**src/rtl/modulador_pcode_pkg.sv**
```systemverilog
// rtl/modulador_pcode_pkg.sv - shared FSM encoding and midscale helper for the phase-code modulator
// Contents:
//   pcode_state_t  sequencer states (IDLE / RUN / TAIL)
//   midscale()     offset-binary midscale value for a given sample width
package modulador_pcode_pkg;

   typedef enum logic [1:0] {
      ST_IDLE = 2'd0,
      ST_RUN  = 2'd1,
      ST_TAIL = 2'd2
   } pcode_state_t;

   function automatic logic [31:0] midscale(input int width);
      return (32'd1 << (width - 1)) - 32'd1;
   endfunction

endpackage

```
**src/rtl/modulador_pcode_chip_seq.sv**
```systemverilog
// rtl/modulador_pcode_chip_seq.sv - code sequencer: FSM, config latch, sample/chip counters, current bit
// Optional feature macro: GOLAY_PAIR_EN (adds cod_b input and code_sel output)
// Ports:
//   clk, rst          clock, synchronous active-high reset
//   sinc              pulse gate
//   cod [, cod_b]     code word(s), MSB of the used field first
//   cod_len           chips per pulse (0 or >CODE_W means CODE_W)
//   chip_len          samples per chip (0 means 1)
//   code_bit          code bit for the sample taken this clk
//   active            sample taken this clk belongs to the code
//   chip_idx          chip index of that sample (0 when inactive)
//   last              sample is the final one of the final chip
//   [code_sel]        0 = cod, 1 = cod_b for the current pulse
module modulador_pcode_chip_seq
   import modulador_pcode_pkg::*;
#(
   parameter int CODE_W = 64,
   parameter int LEN_W  = 7,
   parameter int CHIP_W = 16
) (
   input  logic              clk,
   input  logic              rst,
   input  logic              sinc,
   input  logic [CODE_W-1:0] cod,
`ifdef GOLAY_PAIR_EN
   input  logic [CODE_W-1:0] cod_b,
   output logic              code_sel,
`endif
   input  logic [LEN_W-1:0]  cod_len,
   input  logic [CHIP_W-1:0] chip_len,
   output logic              code_bit,
   output logic              active,
   output logic [LEN_W-1:0]  chip_idx,
   output logic              last
);

   localparam int IDX_W = (CODE_W > 1) ? $clog2(CODE_W) : 1;
   localparam logic [LEN_W-1:0] MAX_LEN = LEN_W'(CODE_W);

   pcode_state_t      state, state_nx;
   logic              sinc_d;
   logic [CODE_W-1:0] cod_l, cod_l_nx;
   logic [LEN_W-1:0]  len_l, len_l_nx, chip_cnt, chip_cnt_nx;
   logic [CHIP_W-1:0] chip_l, chip_l_nx, samp_cnt, samp_cnt_nx;
`ifdef GOLAY_PAIR_EN
   logic              sel_next, sel_next_nx, sel_l, sel_l_nx;
`endif

   logic              rise, start, run_now, last_now, last_samp;
   logic [CODE_W-1:0] cod_in, use_cod;
   logic [LEN_W-1:0]  use_len, cur_chip;
   logic [CHIP_W-1:0] use_chip, cur_samp;
   logic [IDX_W-1:0]  bit_pos;

   // sinc_d follows sinc even during reset, so a gate held high through
   // reset is not mistaken for a fresh rising edge afterwards.
   always_ff @(posedge clk) begin
      sinc_d <= sinc;
      if (rst) begin
         state    <= ST_IDLE;
         cod_l    <= '0;
         len_l    <= '0;
         chip_l   <= '0;
         chip_cnt <= '0;
         samp_cnt <= '0;
`ifdef GOLAY_PAIR_EN
         sel_next <= 1'b0;
         sel_l    <= 1'b0;
`endif
      end else begin
         state    <= state_nx;
         cod_l    <= cod_l_nx;
         len_l    <= len_l_nx;
         chip_l   <= chip_l_nx;
         chip_cnt <= chip_cnt_nx;
         samp_cnt <= samp_cnt_nx;
`ifdef GOLAY_PAIR_EN
         sel_next <= sel_next_nx;
         sel_l    <= sel_l_nx;
`endif
      end
   end

   // On the start edge the live inputs stand in for the latch so that the
   // rising-edge sample is already chip 0, sample 0.
   always_comb begin
`ifdef GOLAY_PAIR_EN
      cod_in = sel_next ? cod_b : cod;
`else
      cod_in = cod;
`endif
      rise     = sinc & ~sinc_d;
      start    = (state == ST_IDLE) && rise;
      use_cod  = start ? cod_in : cod_l;
      use_len  = start ? (((cod_len == '0) || (cod_len > MAX_LEN)) ? MAX_LEN : cod_len) : len_l;
      use_chip = start ? ((chip_len == '0) ? CHIP_W'(1) : chip_len) : chip_l;
      cur_chip = start ? '0 : chip_cnt;
      cur_samp = start ? '0 : samp_cnt;
      run_now  = start || ((state == ST_RUN) && sinc);
      last_samp = (cur_samp == use_chip - CHIP_W'(1));
      last_now = run_now && last_samp && (cur_chip == use_len - LEN_W'(1));
      bit_pos  = IDX_W'(use_len - cur_chip - LEN_W'(1));
   end

   always_comb begin
      state_nx    = state;
      cod_l_nx    = cod_l;
      len_l_nx    = len_l;
      chip_l_nx   = chip_l;
      chip_cnt_nx = chip_cnt;
      samp_cnt_nx = samp_cnt;
`ifdef GOLAY_PAIR_EN
      sel_next_nx = sel_next;
      sel_l_nx    = sel_l;
`endif
      case (state)
         ST_IDLE: if (start) state_nx = last_now ? ST_TAIL : ST_RUN;
         ST_RUN: begin
            if (!sinc)         state_nx = ST_IDLE;
            else if (last_now) state_nx = ST_TAIL;
         end
         ST_TAIL: if (!sinc) state_nx = ST_IDLE;
         default: state_nx = ST_IDLE;
      endcase
      if (start) begin
         cod_l_nx  = use_cod;
         len_l_nx  = use_len;
         chip_l_nx = use_chip;
`ifdef GOLAY_PAIR_EN
         sel_l_nx    = sel_next;
         sel_next_nx = ~sel_next;
`endif
      end
      if (run_now) begin
         if (last_samp) begin
            samp_cnt_nx = '0;
            chip_cnt_nx = cur_chip + LEN_W'(1);
         end else begin
            samp_cnt_nx = cur_samp + CHIP_W'(1);
            chip_cnt_nx = cur_chip;
         end
      end
   end

   always_comb begin
      active   = run_now;
      chip_idx = run_now ? cur_chip : '0;
      code_bit = run_now & use_cod[bit_pos];
      last     = last_now;
`ifdef GOLAY_PAIR_EN
      code_sel = start ? sel_next : sel_l;
`endif
   end

endmodule

```
**src/rtl/modulador_pcode.sv**
```systemverilog
// rtl/modulador_pcode.sv - phase-code (BPSK) pulse modulator between carrier source and DAC
// Optional feature macro: GOLAY_PAIR_EN (alternating cod / cod_b pulses, code_sel status)
// Ports:
//   clk, rst     clock, synchronous active-high reset
//   sinc         pulse gate; rising edge starts a code, low forces midscale
//   cod          code bits (chip i uses cod[cod_len-1-i])
//   [cod_b]      second code of the pair
//   cod_len      chips per pulse; chip_len samples per chip
//   senial       offset-binary carrier sample
//   senial_mod   modulated sample to DAC (2 clk latency)
//   chip_idx     chip index of the sample on senial_mod
//   busy         senial_mod carries code samples
//   code_done    pulse on the last sample of the last chip
//   [code_sel]   code of the pair on senial_mod
module modulador_pcode
   import modulador_pcode_pkg::*;
#(
   parameter int DATA_W = 14,
   parameter int CODE_W = 64,
   parameter int LEN_W  = 7,
   parameter int CHIP_W = 16,
   parameter logic [DATA_W-1:0] ZERO = DATA_W'(midscale(DATA_W))
) (
   input  logic              clk,
   input  logic              rst,
   input  logic              sinc,
   input  logic [CODE_W-1:0] cod,
`ifdef GOLAY_PAIR_EN
   input  logic [CODE_W-1:0] cod_b,
   output logic              code_sel,
`endif
   input  logic [LEN_W-1:0]  cod_len,
   input  logic [CHIP_W-1:0] chip_len,
   input  logic [DATA_W-1:0] senial,
   output logic [DATA_W-1:0] senial_mod,
   output logic [LEN_W-1:0]  chip_idx,
   output logic              busy,
   output logic              code_done
);

   logic             seq_bit, seq_active, seq_last;
   logic [LEN_W-1:0] seq_idx;

   logic [DATA_W-1:0] s1_data;
   logic              s1_bit, s1_act, s1_last;
   logic [LEN_W-1:0]  s1_idx;
`ifdef GOLAY_PAIR_EN
   logic              seq_sel, s1_sel;
`endif

   modulador_pcode_chip_seq #(
      .CODE_W (CODE_W),
      .LEN_W  (LEN_W),
      .CHIP_W (CHIP_W)
   ) u_seq (
      .clk      (clk),
      .rst      (rst),
      .sinc     (sinc),
      .cod      (cod),
`ifdef GOLAY_PAIR_EN
      .cod_b    (cod_b),
      .code_sel (seq_sel),
`endif
      .cod_len  (cod_len),
      .chip_len (chip_len),
      .code_bit (seq_bit),
      .active   (seq_active),
      .chip_idx (seq_idx),
      .last     (seq_last)
   );

   // Stage 1: sample and its sequencer decision captured together.
   // Stage 2: mix; bitwise inversion mirrors offset-binary about midscale.
   always_ff @(posedge clk) begin
      if (rst) begin
         s1_data    <= '0;
         s1_bit     <= 1'b0;
         s1_act     <= 1'b0;
         s1_last    <= 1'b0;
         s1_idx     <= '0;
         senial_mod <= ZERO;
         chip_idx   <= '0;
         busy       <= 1'b0;
         code_done  <= 1'b0;
`ifdef GOLAY_PAIR_EN
         s1_sel     <= 1'b0;
         code_sel   <= 1'b0;
`endif
      end else begin
         s1_data    <= senial;
         s1_bit     <= seq_bit;
         s1_act     <= seq_active;
         s1_last    <= seq_last;
         s1_idx     <= seq_idx;
         senial_mod <= s1_act ? (s1_bit ? s1_data : ~s1_data) : ZERO;
         chip_idx   <= s1_act ? s1_idx : '0;
         busy       <= s1_act;
         code_done  <= s1_act & s1_last;
`ifdef GOLAY_PAIR_EN
         s1_sel     <= seq_sel;
         code_sel   <= s1_act & s1_sel;
`endif
      end
   end

endmodule

```
**config.mk**
```make
export PLATFORM = sky130hd
export DESIGN_NAME = modulador_pcode
export DESIGN_NICKNAME = d
export VERILOG_FILES = /design/src/rtl/modulador_pcode_pkg.sv /design/src/rtl/modulador_pcode_chip_seq.sv /design/src/rtl/modulador_pcode.sv
export SDC_FILE = /design/constraint.sdc
export NUM_CORES = 1
export LEC_CHECK = 0
export ABC_CLOCK_PERIOD_IN_PS = 6450
export CORE_MARGIN = 2
export CORE_UTILIZATION = 30
export DETAILED_ROUTE_END_ITERATION = 16
export SETUP_SLACK_MARGIN = 0.02
export SYNTH_ARGS = -nofsm -noshare
export SYNTH_HDL_FRONTEND = slang
export SYNTH_SLANG_ARGS = --single-unit
```
**constraint.sdc**
```tcl
create_clock -name clk -period 6.45 [get_ports clk]
set_input_delay 1.29 -clock clk [delete_from_list [all_inputs] [get_ports clk]]
set_output_delay 1.29 -clock clk [all_outputs]
set_load 0.03 [all_outputs]
```
==> impl_metrics.ini <==
[run_status]
outcome = complete, no violations

[power]
vdd_drop_max_mv = 0.159
p_int_uw = 1740
switching_share_pct = 28.7
seqPwrFrac_pct = 42.7
pwr-share-comb_pct = 15.4
finalPower_uw = 2440
p_leak_uw = 0.00372
pwr-share-clk_pct = 42.0
power_switching_uw = 701
power_density_nw_per_um2 = 245

[cells_and_area]
final_cell_mix = 160 x dfxtp_1, 125 x clkdlybuf4s50_1, 102 x nor2_1
drive_gt1_share_pct = 8.46
final_common_cell = dfxtp_1
area_growth_pct = 27.2
finalNonFillerCells = 1304
nets = 1070
antenna_cells = 0

[sta]
slew_violations = 0
max_freq_mhz = 180
rsz0062_at_grt = no
tns_ps = 0
fin_skew_ps = 11.2
tightest_slew_ps = 847
setup_viol_count_final = 0
hold_viol = 0
finalWorstPathRequiredPeriod_ps = 5540
relSlewSlack_pct = 43.4
min_period_over_period_pct = 85.9

[grt]
track_usage_pct = 14.5
grt_max_degree = 112
first_global_vias = 6136
grt_pass1_wl_mm = 32.4
grt_overflow_total = 0
antenna_found_initial = 0

[floorplan]
die_x_um = 166
die_h_um = 166
dieArea_um2 = 27500
row_count = 59
core-area_um2 = 25800
ioPinCount = 127
initial_core_util_pct = 30.4

[routing]
vias_per_cell = 4.91
via_count = 6407
dr.pass1.iters = 5
antenna_left = 0
routedWlPerCell_um = 15.1
wl_mm = 19.8
drt_first_iter_violations = 562
remaining_drc_errors = 0

[setup_path]
critPathKind = in2reg
crit_path_end_kind = flip-flop
path_max_fanout = 21
worst_setup_path_start_kind = input pin
cp_data_required_time_ps = 6820
r2r_start = u_seq.state[1]$_SDFFE_PP0P_
critPathLaunch = sinc
crit_arrival_ps = 5910

[clocking]
cts_buffers = 17
cts_root_buf = clkbuf_16
insertion_delay_ps = 430
cts_tree = done
cts_hold_buf = 0
clk_path_buf_depth = 2
cts_sinks = 160
htreeDepth = 4
cts_repair_resize_count = 0
post_cts_buffers = 0
cts.clk_slew.worst_paths_ps = 70

[logic_synthesis]
synth_nets = 968
ys_warn_count = 0
synth_area_um2 = 7850
synth_compound_area_share_pct = 9.92
synth_xor_area_share_pct = 5.25
synth_adder_area_share_pct = 1.69
netlist.area_leader.share_pct = 40.8
synth_top_area_cell = dfxtp_1
avgSynthCellArea_um2 = 9.19
synthSimpleGateAreaFrac_pct = 23.4
synth_ff_type = dfxtp_1
synthMuxAreaShare_pct = 15.0
synth_cell_types = 75
async_flop_share_pct = 0
yosysSeqAreaShare_pct = 40.8
synth_edf_count = 0
synth_top_family_by_area = simple AND/OR/NAND/NOR gates
synth_seq_cells = 160
yosys-top-cells-area = dfxtp_1 41%, mux2i_1 8.3%, mux4_2 6.0%
syn-instance-count = 854

[job]
drv_cap = 0

[place]
gp_congestion = 0.817
dp_hpwl_mm = 14.0
io_buffer_count = 126
place_inst = 1272

[hold_path]
min-delay-path-class = reg2reg
worst_hold_startpoint = s1_idx[4]$_SDFF_PP0_
## registers in the layout, summed over array words and instances, names as in the netlist, 14 cells and up
register and cells:
u_seq.cod_l 64, u_seq.chip_l 16, u_seq.samp_cnt 16, s1_data 14, senial_mod 14
## cell type report
| cell class | count | area [um2] |
|---|---|---|
| Clock buffer | 17 | 425 |
| Inverter | 15 | 56.3 |
| Tap cell | 335 | 419 |
| Clock inverter | 15 | 183 |
| Multi-Input combinational cell | 625 | 4340 |
| Timing Repair Buffer | 137 | 1350 |
| Sequential cell | 160 | 3200 |
| Fill cell | 2615 | 15900 |
## per-stage QoR
step / hold WS, ps / setup slack [ps] / area (um2) / util [%]
floorplan: 406 / 715 / 7850 / -
global placement: 414 / 609 / 9370 / 36.3
detailed placement: 420 / 498 / 9370 / 36.3
CTS: 437 / 934 / 9980 / 38.6
global route: 442 / 602 / 9980 / 38.6
finish: 435 / 907 / 9980 / 38.6
## critical path, stage by stage
cell	delay [ps]
clkdlybuf4s50_1	540
or4b_2	830
nor3b_1	270
a21oi_1	140
fa_1	490
inv_1	80
a21oi_1	50
o21ai_0	190
xor2_1	180
buf_4	250
mux4_2	520
mux4_2	480
a2111oi_0	430
a31o_1	150
## synth_stat cells, types with 10 or more instances
master,number
xnor2_1,23
and3_1,10
o21ai_1,15
nor2b_1,18
mux4_2,21
clkbuf_1,31
o21ai_0,20
xor2_1,24
dfxtp_1,160
nor4_1,12
nor3_1,28
nand3_1,15
mux2i_1,65
nor2_1,102
nand2_1,92
and2_1,14
a21oi_1,39
inv_1,15
## final timing paths
check / depth (start not counted) / slack (ps) / to
min reg2reg: 1 / 430 / chip_idx[4]$_SDFF_PP0_
max: 14 / 910 / s1_bit$_SDFF_PP0_
max reg2reg: 13 / 1880 / s1_bit$_SDFF_PP0_
min: 1 / 430 / chip_idx[4]$_SDFF_PP0_
## cells by family (layout without fill, tap and decap cells)
kind of cell	count (synthesis)	after routing
and+or+nand+nor	355	355
DFF	160	160
AOI/OAI and AO/OA	122	122
muxes	91	91
buffers and inverters	69	184
xor gates and xnor gates	47	47
adders and majority gates	10	10
## power by group through the flow
stage          sequential [uW]  clock, uW  combinational [uW]
6_report                  1040       1020                 375
5_1_grt                   1050       1100                 412
4_1_cts                   1040       1050                 379
3_5_place_dp              1060          0                 377
3_3_place_gp              1060          0                 374
2_1_floorplan             1060          0                 242
## metal layers
layer,vias to the layer above,routed length (um),global-route usage [%]
met3,23,1010,3.19
li1,3229,-,-
met5,-,0,0
met1,2989,9550,20.5
met2,166,8940,22.2
met4,0,251,3.97
Note: power is estimated with default switching activity, not from simulation.
